<file path="src/rtl/sp_rx_pkg.sv">
// Shared types and constants for the serial-to-parallel receiver.
// The optional lock-loss detector is enabled by defining SP_LOSS_DET_EN.
package sp_rx_pkg;

    typedef enum logic [1:0] {
        SEARCH = 2'd0,
        ALIGN  = 2'd1,
        ACTIVE = 2'd2
    } sp_state_e;

    localparam logic [7:0] COM_SYM_DEF  = 8'hBC;
    localparam logic [7:0] IDLE_SYM_DEF = 8'h7C;

    localparam int unsigned WORD_W = 8;
    localparam int unsigned BIT_W  = 3;
    localparam int unsigned BC_W   = 4;
    localparam int unsigned LOSS_W = 5;

endpackage

</file>
<file path="src/rtl/sp_shift_align.sv">
// Serial shift register plus word-boundary counter; w is the candidate word
// including the bit currently on data_in.
module sp_shift_align
    import sp_rx_pkg::*;
(
    input  logic              clk,
    input  logic              reset,
    input  logic              data_in,
    input  logic              run,
    output logic [WORD_W-1:0] w,
    output logic              word_done
);

    logic [WORD_W-2:0] sr_q, sr_d;
    logic [BIT_W-1:0]  bit_cnt_q, bit_cnt_d;

    assign w         = {sr_q, data_in};
    assign word_done = run && (bit_cnt_q == BIT_W'(WORD_W - 1));

    always_comb begin
        sr_d      = w[WORD_W-2:0];
        // Held at zero while searching so the first bit after a COM match is bit 0.
        bit_cnt_d = run ? bit_cnt_q + BIT_W'(1) : '0;
    end

    always_ff @(posedge clk) begin
        if (reset) begin
            sr_q      <= '0;
            bit_cnt_q <= '0;
        end else begin
            sr_q      <= sr_d;
            bit_cnt_q <= bit_cnt_d;
        end
    end

endmodule

</file>
<file path="src/rtl/serial_parallel_rx.sv">
// Serial-to-parallel receiver: COM-based byte alignment, lock FSM and word outputs.
// Define SP_LOSS_DET_EN to drop lock after LOSS_WORDS consecutive non-COM words.
module serial_parallel_rx
    import sp_rx_pkg::*;
#(
    parameter logic [7:0]  COM_SYM  = COM_SYM_DEF,
    parameter logic [7:0]  IDLE_SYM = IDLE_SYM_DEF,
    parameter int unsigned BC_LOCK  = 4
`ifdef SP_LOSS_DET_EN
    ,
    parameter int unsigned LOSS_WORDS = 16
`endif
) (
    input  logic       clk,
    input  logic       reset,
    input  logic       data_in,
    output logic [7:0] data_out,
    output logic       valid_out,
    output logic       idle_out,
    output logic       active
);

    sp_state_e         state_q, state_d;
    logic [BC_W-1:0]   bc_cnt_q, bc_cnt_d, bc_inc;
    logic [7:0]        data_out_q, data_out_d;
    logic              valid_q, valid_d;
    logic              idle_q, idle_d;
    logic              active_q, active_d;
    logic [WORD_W-1:0] w;
    logic              word_done;
    logic              run;

    assign run = (state_q != SEARCH);

    sp_shift_align u_shift (
        .clk       (clk),
        .reset     (reset),
        .data_in   (data_in),
        .run       (run),
        .w         (w),
        .word_done (word_done)
    );

`ifdef SP_LOSS_DET_EN
    logic [LOSS_W-1:0] loss_cnt_q, loss_cnt_d, loss_inc;

    always_ff @(posedge clk) begin
        if (reset) loss_cnt_q <= '0;
        else       loss_cnt_q <= loss_cnt_d;
    end
`endif

    always_comb begin
        state_d    = state_q;
        bc_cnt_d   = bc_cnt_q;
        data_out_d = data_out_q;
        valid_d    = 1'b0;
        idle_d     = 1'b0;
        bc_inc     = (bc_cnt_q == '1) ? bc_cnt_q : bc_cnt_q + BC_W'(1);
`ifdef SP_LOSS_DET_EN
        loss_cnt_d = loss_cnt_q;
        loss_inc   = loss_cnt_q + LOSS_W'(1);
`endif
        case (state_q)
            SEARCH: begin
                if (w == COM_SYM) begin
                    bc_cnt_d = BC_W'(1);
                    state_d  = ALIGN;
                end
            end
            ALIGN: begin
                if (word_done) begin
                    if (w == COM_SYM) begin
                        bc_cnt_d = bc_inc;
                        if (bc_inc == BC_W'(BC_LOCK)) state_d = ACTIVE;
                    end else begin
                        bc_cnt_d = '0;
                        state_d  = SEARCH;
                    end
                end
            end
            ACTIVE: begin
                if (word_done) begin
                    data_out_d = w;
                    valid_d    = (w != COM_SYM);
                    idle_d     = (w == IDLE_SYM);
`ifdef SP_LOSS_DET_EN
                    // The word that trips the loss is still emitted above.
                    if (w == COM_SYM) begin
                        loss_cnt_d = '0;
                    end else if (loss_inc == LOSS_W'(LOSS_WORDS)) begin
                        loss_cnt_d = '0;
                        bc_cnt_d   = '0;
                        state_d    = SEARCH;
                    end else begin
                        loss_cnt_d = loss_inc;
                    end
`endif
                end
            end
            default: state_d = SEARCH;
        endcase
        // Registered from the next state so active tracks the lock the cycle after it changes.
        active_d = (state_d == ACTIVE);
    end

    always_ff @(posedge clk) begin
        if (reset) begin
            state_q    <= SEARCH;
            bc_cnt_q   <= '0;
            data_out_q <= '0;
            valid_q    <= 1'b0;
            idle_q     <= 1'b0;
            active_q   <= 1'b0;
        end else begin
            state_q    <= state_d;
            bc_cnt_q   <= bc_cnt_d;
            data_out_q <= data_out_d;
            valid_q    <= valid_d;
            idle_q     <= idle_d;
            active_q   <= active_d;
        end
    end

    assign data_out  = data_out_q;
    assign valid_out = valid_q;
    assign idle_out  = idle_q;
    assign active    = active_q;

endmodule

</file>
<file path="config.mk">
export PLATFORM = sky130hd
export DESIGN_NAME = serial_parallel_rx
export DESIGN_NICKNAME = d
export VERILOG_FILES = /design/src/rtl/sp_rx_pkg.sv /design/src/rtl/sp_shift_align.sv /design/src/rtl/serial_parallel_rx.sv
export SDC_FILE = /design/constraint.sdc
export NUM_CORES = 1
export LEC_CHECK = 0
export ABC_AREA = 1
export ABC_CLOCK_PERIOD_IN_PS = 1750
export CAP_MARGIN = 10
export CORE_MARGIN = 1
export CORE_UTILIZATION = 40
export DETAILED_ROUTE_END_ITERATION = 16
export GPL_TIMING_DRIVEN = 0
export SYNTH_ARGS = -nofsm -noshare
export SYNTH_HDL_FRONTEND = slang
export SYNTH_SLANG_ARGS = --single-unit
</file>
<file path="constraint.sdc">
create_clock -name clk -period 1.75 [get_ports clk]
set_input_delay 0.175 -clock clk [delete_from_list [all_inputs] [get_ports clk]]
set_output_delay 0.175 -clock clk [all_outputs]
set_load 0.1 [all_outputs]
</file>
==> results of run 1 <==
power by group:
part | switching [W] | internal (W) | leakage, nW
registers | 0.00000324 | 0.000619 | 0.218
clock network | 0.000183 | 0.0000871 | 0.0139
logic | 0.0000150 | 0.00000876 | 0.307
per-stage QoR:
step / worst slack (ns) / cell area [sq um] / std cells / utilization [%]
after floorplan: 0.4689 / 1149 / 146 / -
after global placement: 0.1363 / 1318 / 190 / 48.19
after detailed placement: 0.1082 / 1318 / 190 / 48.19
after CTS: 0.01985 / 1335 / 194 / 48.83
after global routing: 0.0007440 / 1335 / 194 / 48.83
final: 0.05101 / 1335 / 194 / 48.83
logic make-up after synthesis:
| logic type | Yosys count |
|---|---|
| buffers and inverters | 27 |
| AO/OA/AOI/OAI | 26 |
| AND/OR/NAND/NOR | 63 |
| adder cells (fa/ha/maj) | 3 |
| flip-flops | 27 |
state kept, by name, summed over array words and instances, names as in the netlist:
name,flops
data_out,8
u_shift.sr_q,7
bc_cnt_q,4
u_shift.bit_cnt_q,3
state_q,2
active,1
idle_out,1
valid_out,1
cell usage after synthesis:
master	instances	share of area, %
a21oi_2	2	1.5
inv_2	1	0.33
nor3_4	1	1.4
nor2_2	5	2.7
nor2_1	16	5.2
clkbuf_2	1	0.44
nand3_2	3	2.6
inv_1	23	7.5
nand2_1	22	7.2
o21ai_0	10	4.4
o21ai_1	1	0.44
nand3_4	1	1.5
a21oi_1	12	5.2
nor3_1	3	1.3
dfxtp_1	27	47
ha_1	3	3.3
buf_2	1	0.44
buf_1	1	0.33
nand3_1	4	1.7
nand2_2	4	2.2
o21ai_2	1	0.76
nor3b_1	2	1.3
nand4_1	2	1.1
timing repair:
item / CTS / global route
gates cloned: 0 / 0
setup endpoints to repair: 11 / 5
gates resized for setup: 12 / 5
endpoints found under the hold margin: 0 / 0
worst reg2reg max path, delay by kind of cell, from the launching register on:
family | cells | cell delay (ns)
AOI/OAI and AO/OA | 1 | 0.05
and+or+nand+nor | 7 | 0.52
buffers and inverters | 1 | 0.09
DFF | 1 | 0.43
adders and majority gates | 1 | 0.28
area by class of cell:
| class | instances | area (sq um) | share of cell area (%) |
|---|---|---|---|
| sequential | 27 | 540.5 | 40.49 |
| buffer | 3 | 13.76 | 1.031 |
| inverter | 24 | 90.09 | 6.748 |
| timing repair buffer | 13 | 117.6 | 8.810 |
| multi-input combinational | 92 | 504.2 | 37.77 |
| clock buffer | 3 | 22.52 | 1.687 |
| tap | 31 | 38.79 | 2.905 |
| clock inverter | 1 | 7.507 | 0.5623 |
routing by layer:
layer / part of all wire, % / up-vias / routed length [um]
met3: 2.5 / 2 / 51
met5: 0 / - / 0
met4: 0.88 / 0 / 18
met1: 51 / 427 / 1045
met2: 46 / 13 / 932
li1: - / 499 / -
worst min path at each step:
stage,to
2_1_floorplan,u_shift.bit_cnt_q[1]
3_3_place_gp,u_shift.bit_cnt_q[0]
3_5_place_dp,u_shift.bit_cnt_q[0]
4_1_cts,u_shift.sr_q[2]
5_1_grt,u_shift.bit_cnt_q[0]
6_report,u_shift.sr_q[2]
==> results.txt, run 1 <==
- The run finished with clean final reports.
* Number of fill cells in the layout: 300
- Setup violations remaining at the end of the flow were counted as 0.
- On the final layout, the worst clock skew is 0.01493 ns.
- The critical path starts at data_out[4].
- Number of iterations in the first detailed-routing pass: 4
- At the pin with the least slew margin, the transition time is 0.9514 ns.
* Kind of cell adding the most delay to the critical path: buffers and inverters
- The first routing iteration left 20 violations.
- Beginning of the worst hold path: u_shift.sr_q[1]
- The portion of synthesized area spent on multiplexers is 0%.
* Standby leakage power: 0.5389 nW
* Initial Utilization: 42.01%
* Total count of max-transition violations in the final report: 0
- Fraction of layout instances using a drive strength above 1: 15.34%
- Summing the areas of all compound-gate instances in the mapped netlist gives 12.31% of the synthesized area.
- Normalized max-slew margin: 36.83%
* Largest voltage drop on the vdd net: 0.3942 mV
- Synthesis handed over a netlist of 146 instances.
* Worst flop-to-flop path startpoint: bc_cnt_q[0]
- Global routing used 2.093% of the available met3 tracks.
- Width of the die: around 56 um
- Entering global routing, the biggest net connects 17 pins.
* Total power: ~0.00092 W
- Dividing the detail-routed wire length by the instance count gives between 10 and 15 um.
* Worst Setup Path Type: flip-flop to primary output
- For this design the ratio of total power to cell area is 685.7 mW/mm^2.
- The detailed router placed 941 vias in this run.
- The synthesized netlist devotes 3.268% of its cell area to adder and majority cells.
- Longest Clk Path Bufs: 2
- Post-detailed-placement half-perimeter wirelength: 1583 um
* Hold WS: 0.4337 ns
- Together, buffers and inverters on the worst path number 1.
* Most crowded layer after global routing: met2
* Via count of the first global-routing pass: 866
* Xor and xnor fraction of the mapped netlist area: 0%
* Post-CTS Setup Repair Bufs: 0
- The tree is rooted in a clkbuf_4.
- Endpoint of the lowest-slack register-to-register path: state_q[0]
- The tightest min-delay check is of the flip-flop to flip-flop type.
* Floorplan die height: 55.59 um
- STA classifies the critical path startpoint as a flip-flop.
- TritonCTS built the clock tree.
- Placer congestion estimate: 0.7333
* Remaining DRCs: 0
* Detailed-route wire length: 2048 um
- Row count: 19
- Min Tclk post-route: 1.699 ns
- In this run, post-CTS hold repair placed 0 buffers.
- In this run the number of H-tree levels came out at 1.
- Summing the areas of all and, or, nand and nor instances in the mapped netlist gives 28.32% of the synthesized area.
* Buffers on Ports: 13
- The number of clock buffers added by TritonCTS is 3.
* Main combinational cell family by area after synthesis: simple AND/OR/NAND/NOR gates
- Setup repair after global routing missed its margin: no
- Number of diodes added for antenna fixing: 0
- Synthesis inferred 27 register bits.
- Setup TNS: 0 ns
* Leading cell types in the layout, fill and taps excluded: dfxtp_1, inv_1, nand2_1
* Register-to-Register Setup Slack: 0.28 ns
- Maximum Capacitance Violations: 0
- Max Clk Rate: about 590 MHz
- Overall overflow remaining after global route: 0
* Required time of the critical path: approximately 1.6 ns
- Initial antenna violation count: 0
* Count of different cell masters after synthesis: 23
- Slowest stage delay, CP: 0.85 ns
- Wire length of the first global-routing pass: roughly 3700 um
- Clock latency reported for the late side of the worst-skew pair: around 0.32 ns
- Most frequent standard cell in the layout excluding fill and tap cells: dfxtp_1
* Net Count, Synth: ~150
- At the worst endpoint, the arrival time is 1.52 ns.
* Die area: 0.003090 sq mm
- Netlist area before placement: 0.001149 sq mm
* Worst-case reg-to-reg path depth: 10
- Once detail routing completed, the nets flagged for antenna violations numbered 0.
* Mean Syn Cell Area: 7.867 sq um
- Global routing used 14.64% of the available tracks.
- Max stage delay cell, worst path: dlygate4sd2_1
* Via density: 4.851
* Hold Path Depth: 2
* Area growth from synthesis to final layout: 16.23%
- Along the worst path, the maximum fanout reaches 2.
* Critical path, cell by cell: dlygate4sd2_1
- Kind of end point of the critical path: primary output
* Total count of hold-check failures in the final report: 0
- At the end of the flow, the number of nets in the layout was 170.
- Num Clock Sinks: 27
* Count of synthesis-stage warnings from yosys: 0
- The final critical path takes up a little over nine tenths of the cycle.
* Met2 track utilization from global routing: 23.75%
* Core box area: between 0.002 and 0.003 sq mm
* Last element of the critical path: data_out[4]
- # IOs: 14
- Clock transition time at the flip-flop clock pins of the worst setup and hold paths: 0.15 ns
- In this run the number of cells on the critical path is 1.
- For this run, global-route usage on met1 was measured as 19.85%.
* Sequential fraction of the synthesis area: 47.06%
(Power assumes the default switching activity.)
==> inputs of run 2 (changes only) <==
CORE_UTILIZATION = 30   (was 40)
REMOVE_ABC_BUFFERS = 1   (was unset)
==> results.txt, run 2 (synthesis gave the netlist of run 1 again) <==
- Result of the run: complete, no violations
- Kind of cell adding the most delay to the critical path: buffers and inverters
* Logic pwr share: 2.2% (-0.4 points)
* Normalized max-slew margin: 36.50% (-0.33 points)
* Via count of the first global-routing pass: 961 (+11%)
- The final critical path time including I/O delays and setup came to 1.638 ns (-0.06125 ns).
- The final wirelength was 2104 um (+2.7%).
- The proportion of layout cells with a drive suffix above 1 was 13.75% (-1.6 points).
* Detailed Route Iter0 Violations: 30 (+50%)
- Setup WS post-layout: 0.1123 ns (+0.06125 ns)
* Most frequent standard cell in the layout excluding fill and tap cells: dfxtp_1
* Launching element type of the critical path: flip-flop
- The initial standard-cell utilization of the core came to 31.37% (-11 points).
- Critical path, cell by cell: dlygate4sd2_1
* Setup TNS: 0 ns (unchanged)
* Post_cts resized: 11 (-1)
* Worst EP arrival: 1.46 ns (-0.06 ns)
- The level count of the clock H-tree is 1 (unchanged).
* Initial antenna violation count: 0 (unchanged)
* Leading cell types in the layout, fill and taps excluded: dfxtp_1, inv_1, nand2_1
- The clock-pin slew on the worst setup and hold paths came to 0.09 ns (-0.06 ns).
- Remaining DRCs: 0 (unchanged)
- The first-pass GRT wire length was 4008 um (+9.4%).
- The leakage power came to 0.5612 nW (+4.1%).
- The via density per instance was 4.563 (-5.9%).
- Post-CTS Setup Repair Bufs: 0 (unchanged)
- The post-route clock period utilization is 93.58% (-3.5 points).
- The routed via count is 949 (+0.85%).
- Total count of max-transition violations in the final report: 0 (unchanged)
- The number of flip-flops in the largest register was 8 (unchanged).
- Overall overflow remaining after global route: 0 (unchanged)
* Max Clk Rate: 610.6 MHz (+3.7%)
- Largest voltage drop on the vdd net: 0.3385 mV (-14%)
- Total GRT Usage: 12.37% (-2.3 points)
- Placer congestion estimate: 0.7801 (+6.4%)
- The area of the die was 0.004080 sq mm (+32%).
* # IOs: 14 (unchanged)
- The cell internal power dissipation is 0.0007842 W (+9.8%).
* Total count of hold-check failures in the final report: 0 (unchanged)
- The largest individual stage delay along the critical path comes from the cell dlygate4sd2_1.
* Top sig layer: met4
- Maximum Capacitance Violations: 0 (unchanged)
- The proportion of power drawn by flip-flops and latches is 62.9% (-5.0 points).
- The x dimension of the die was 63.88 um (+15%).
* Largest fanout on the critical path: 2 (unchanged)
- Post-detailed-placement half-perimeter wirelength: 1544 um (-2.5%)
- The post-layout utilization of the core is 37.08% (-12 points).
- Clock latency reported for the late side of the worst-skew pair: 0.27 ns (-0.05 ns)
- Power density of the placed cells: 726.6 mW/mm^2 (+6.0%)
* Met1 layer wirelength in the final routing: 1002 um (-4.1%)
- Floorplan die height: 63.88 um (+15%)
- CTS hold repair buffers: 0 (unchanged)
- Number of buffers and inverters on the critical path: 1 (unchanged)
- The number of rows created at floorplan came to 22 (+3).
- TritonCTS built the clock tree.
- Slew of the pin with the lowest slew margin: 0.9563 ns (+0.004931 ns)
- The routed length on met3 was 90 um (+76%).
- Pin count of the biggest net entering global routing: 19 (+2)
* Number of iterations in the first detailed-routing pass: 4 (unchanged)
- Number of fill cells in the layout: 399 (+33%)
* Final setup violating endpoints: 0 (unchanged)
- Final net count: 167 (-1.8%)
- The number of clock sinks was 27 (unchanged).
- Setup repair after global routing left no endpoint under its margin.
- The deepest clock path buffer count came to 2 (unchanged).
* Required time of the critical path: 1.57 ns (about the same)
* Worst slack, placed: 0.09177 ns (-0.01640 ns)
* Path class of the lowest-slack min-delay path: flip-flop to flip-flop
* Core box area: 0.003661 sq mm (+34%)
* Clock share of power: 34.9% (+5.4 points)
- The length of routed met2 wiring came to 961 um (+3.1%).
- Kind of end point of the critical path: primary output
* Routed Antenna Nets: 0 (unchanged)
- The count of input and output buffers is 13 (unchanged).
* Number of diodes added for antenna fixing: 0 (unchanged)
* Routed length per instance: 10.12 um (-4.2%)
- Fraction of power spent switching nets: 20.50% (-1.5 points)
- Worst Setup Path Type: flip-flop to primary output
* Area growth from synthesis to final layout: 18.19%
- Total clock buffers created by CTS: 3 (unchanged)
- Slowest stage delay, CP: 0.85 ns (about the same)
- The setup skew after layout is 0.003775 ns (-0.01115 ns).
- The tree is rooted in a clkbuf_8.
- Switching Power: 0.0002022 W (+0.62%)
-- run 2: changes by cell type in the layout (fill, tap and decap cells not counted), sizes merged --
cell           before  now
clkbuf              5    3
clkinv              0    1
clkdlybuf4s15       4    0
clkinvlp            1    0
dlygate4sd2         6   11
buf                 2    0
-- run 2: power groups by stage --
stage | combinational (W) | sequential (W) | clock [W]
6_report | 0.0000219 | 0.000621 | 0.000344
5_1_grt | 0.0000249 | 0.000622 | 0.000393
4_1_cts | 0.0000224 | 0.000621 | 0.000359
3_5_place_dp | 0.0000222 | 0.000635 | 0
3_3_place_gp | 0.0000220 | 0.000635 | 0
2_1_floorplan | 0.00000937 | 0.000634 | 0
-- run 2: cell type report --
class / instances / area [sq um] / share of cell area (%)
clock buffers: 3 / 41.29 / 3.041
clock inverters: 1 / 5.005 / 0.3687
inverters: 24 / 90.09 / 6.636
multi-input cells: 92 / 504.2 / 37.14
flip-flops and latches: 27 / 540.5 / 39.82
well taps: 48 / 60.06 / 4.424
repair buffers: 13 / 116.4 / 8.571
-- run 2: path summary, 6_finish.rpt --
path / from / end / slack [ns] / depth (start not counted)
min: u_shift.sr_q[2] / u_shift.sr_q[3] / 0.43 / 2
max: data_out[4] / data_out[4] / 0.11 / 1
min reg2reg: u_shift.sr_q[2] / u_shift.sr_q[3] / 0.43 / 2
max reg2reg: bc_cnt_q[0] / state_q[0] / 0.30 / 10
-- run 2: through the flow --
step / instances / power [W] / cell area, sq um / hold WS, ns
CTS: 208 / 0.001002 / 1358 / 0.4382
finish: 208 / 0.0009863 / 1358 / 0.4318
global placement: 204 / 0.0006569 / 1325 / 0.4171
global route: 208 / 0.001039 / 1358 / 0.4688
floorplan: 143 / 0.0006438 / 1135 / 0.2374
detailed placement: 204 / 0.0006573 / 1325 / 0.4238
-- run 2: per-layer routing --
metal	global-route usage, %	up-vias
met5	0	-
met4	6.534	0
met3	2.321	7
met2	21.68	26
met1	14.10	423
li1	-	493
==> inputs of run 3 (changes only) <==
CORE_ASPECT_RATIO = 0.7   (was unset)
RECOVER_POWER = 25   (was unset)
==> results.txt, run 3 (synthesis gave the netlist of run 1 again) <==
- Result of the run: complete, no violations
- Worst flop-to-flop path startpoint: u_shift.bit_cnt_q[0]
- Area growth from synthesis to final layout: 18.30% (about the same)
- The overall global routing resource usage is 11.56% (-0.81 points).
* Overall overflow remaining after global route: 0 (unchanged)
- The accumulated negative setup slack was 0 ns (unchanged).
- Die area: 0.004084 sq mm (about the same)
* Placed cell count: 206 (+0.98%)
- Setup WS post-layout: 0.1048 ns (-0.007435 ns)
- The x dimension of the die came to 75.96 um (+19%).
* Standby leakage power: 0.5587 nW (-0.44%)
- Remaining DRCs: 0 (unchanged)
- The max-slew violation total from the final report came to 0 (unchanged).
- Worst slack, placed: 0.06461 ns (-0.02716 ns)
- Max Clk Rate: 607.8 MHz (-0.45%)
* Most frequent standard cell in the layout excluding fill and tap cells: dfxtp_1
- The transition time of the tightest slew-check pin was 0.9594 ns (+0.003072 ns).
- The worst relative slew slack was 36.30% (-0.20 points).
- Hold Path Depth: 2 (unchanged)
- Pin count of the biggest net entering global routing: 19 (unchanged)
- The routed length per instance was 10.06 um (-0.58%).
* Launching element type of the critical path: flip-flop
- The met3 routing resource usage after global routing was 3.220% (+0.90 points).
* Required time of the critical path: 1.57 ns (about the same)
* Clock latency reported for the late side of the worst-skew pair: 0.26 ns (about the same)
- The cell depth of the worst flop-to-flop path was 5 (-5).
- Buffers on Ports: 13 (unchanged)
- Maximum Capacitance Violations: 0 (unchanged)
- The post-layout instance count excluding filler cells came to 210 (+0.96%).
- The data arrival time of the worst path was 1.47 ns (about the same).
- Number of buffers and inverters on the critical path: 1 (unchanged)
- The power per unit of standard cell area came to 723.4 mW/mm^2 (-0.44%).
- Finished Core Util: 37.95% (+0.86 points)
- Setup repair after global routing left no endpoint under its margin.
* Post-placement cell area: 0.001328 sq mm (+0.19%)
- The routed via count is 915 (-3.6%).
* Largest fanout on the critical path: 2 (unchanged)
- Clock skew after layout: 0.001560 ns (-0.002214 ns)
- The level count of the clock H-tree came to 1 (unchanged).
- The total count of hold-check failures in the final report came to 0 (unchanged).
* Wire length of the first global-routing pass: 3629 um (-9.5%)
* Max stage delay cell, worst path: dlygate4sd2_1
* Final setup violating endpoints: 0 (unchanged)
* Number of diodes added for antenna fixing: 0 (unchanged)
- Min Tclk post-route: 1.645 ns (+0.007435 ns)
* Via density: 4.357 (-4.5%)
- Met2 track utilization from global routing: 21.06% (-0.61 points)
* Final Cell Area: 0.001359 sq mm (about the same)
* Longest Clk Path Bufs: 2 (unchanged)
* Core box area: 0.003581 sq mm (-2.2%)
- In this run the worst hold path is classified as flip-flop to flip-flop.
- The vertical extent of the die was 53.77 um (-16%).
* Flip-flop count of the largest register after layout: 8 (unchanged)
- Worst setup path start: data_out[2]
- Among cell families on the critical path, the largest total delay comes from buffers and inverters.
- The number of rows created at floorplan is 18 (-18%).
* Fraction of layout instances using a drive strength above 1: 13.13% (-0.63 points)
- Initial Utilization: 32.08% (+0.70 points)
* Via count of the first global-routing pass: 813 (-15%)
- The root buffer cell chosen for the clock tree is clkbuf_8.
* Worst Setup Path Type: flip-flop to primary output
- Num Clock Sinks: 27 (unchanged)
* Detailed-route wire length: 2112 um (+0.38%)
* Last element of the critical path: data_out[2]
- In this run the most used layer during global routing was met2.
* Kind of end point of the critical path: primary output
- The signal on the critical path passes through dlygate4sd2_1.
* Largest voltage drop on the vdd net: 0.4631 mV (+37%)
- Clock tree from TritonCTS: done
- Routed Antenna Nets: 0 (unchanged)
- In the layout the commonest cells are dfxtp_1, inv_1, nand2_1.
- Met1 usage in global routing: 13.38% (-0.72 points)
- The clock-pin slew on the worst setup and hold paths came to 0.09 ns (about the same).
- Final net count: 167 (unchanged)
* Placer congestion estimate: 0.7287 (-6.6%)
- The register-to-register setup slack is 0.29 ns (about the same).
- # IOs: 14 (unchanged)
* Post-CTS Setup Repair Bufs: 0 (unchanged)
* Post-detailed-placement half-perimeter wirelength: 1576 um (+2.0%)
- Number of iterations in the first detailed-routing pass: 4 (unchanged)
* Initial antenna violation count: 0 (unchanged)
* Detailed Route Iter0 Violations: 56 (+87%)
- The number of CTS-inserted buffers was 3 (unchanged).
- The cts-stage hold buffer count was 0 (unchanged).
* Slowest stage delay, CP: 0.86 ns (about the same)
* Period utilisation layout: 94.01% (+0.42 points)
- Endpoint of the lowest-slack register-to-register path: data_out[2]
- CP Depth: 1 (unchanged)
==> run 3: cell types whose count changed in the layout (fill, tap and decap cells not counted) <==
| cell | previous run | this run |
|---|---|---|
| clkdlybuf4s50_1 | 2 | 1 |
| clkbuf_1 | 0 | 1 |
| dlygate4sd3_1 | 0 | 1 |
| clkinv_2 | 1 | 0 |
==> run 3: power breakdown <==
group / internal [W] / total [W] / leakage [nW] / switching (W)
Sequential: 0.000617 / 0.000620 / 0.218 / 0.00000315
Clock: 0.000163 / 0.000341 / 0.0228 / 0.000178
Combinational: 0.00000704 / 0.0000215 / 0.318 / 0.0000144
==> run 3: worst reg2reg max path: cells and delay by family (launching register included) <==
kind                       cells  cell delay [ns]
AOI/OAI and AO/OA              2             0.33
adders and majority gates      2             0.38
DFF                            1             0.35
and+or+nand+nor                1             0.29
==> run 3: stage by stage <==
step	hold WS [ns]	power [W]
2_1_floorplan	0.2374	0.0006438
3_3_place_gp	0.4156	0.0006567
3_5_place_dp	0.4248	0.0006572
4_1_cts	0.4381	0.001006
5_1_grt	0.4605	0.001040
6_report	0.4370	0.0009829
==> run 3: layer usage <==
metal / vias to the layer above / part of all wire (%)
met3: 2 / 3.5
met1: 410 / 52
li1: 489 / -
met4: 0 / 0.90
met2: 14 / 44
met5: - / 0
==> run 3: layout make-up <==
| class | count | area (sq um) |
|---|---|---|
| Timing Repair Buffer | 13 | 116.4 |
| Tap cell | 50 | 62.56 |
| Sequential cell | 27 | 540.5 |
| Clock buffer | 4 | 45.04 |
| Multi-Input combinational cell | 92 | 504.2 |
| Fill cell | 368 | 2222 |
| Inverter | 24 | 90.09 |
==> run 3: how the worst min path moves through the flow <==
stage / startpoint / to / slack [ns]
floorplan: reset / state_q[0] / 0.24
global placement: u_shift.bit_cnt_q[0] / u_shift.bit_cnt_q[0] / 0.42
detailed placement: u_shift.bit_cnt_q[0] / u_shift.bit_cnt_q[0] / 0.42
CTS: u_shift.bit_cnt_q[0] / u_shift.bit_cnt_q[0] / 0.44
global route: u_shift.bit_cnt_q[0] / u_shift.bit_cnt_q[0] / 0.46
finish: u_shift.sr_q[1] / u_shift.sr_q[2] / 0.44
==> run 3: what timing repair did <==
item | 4_1_cts | 5_1_grt
hold endpoints to repair | 0 | 0
gates resized for setup | 11 | 0
setup endpoints to repair | 11 | 0
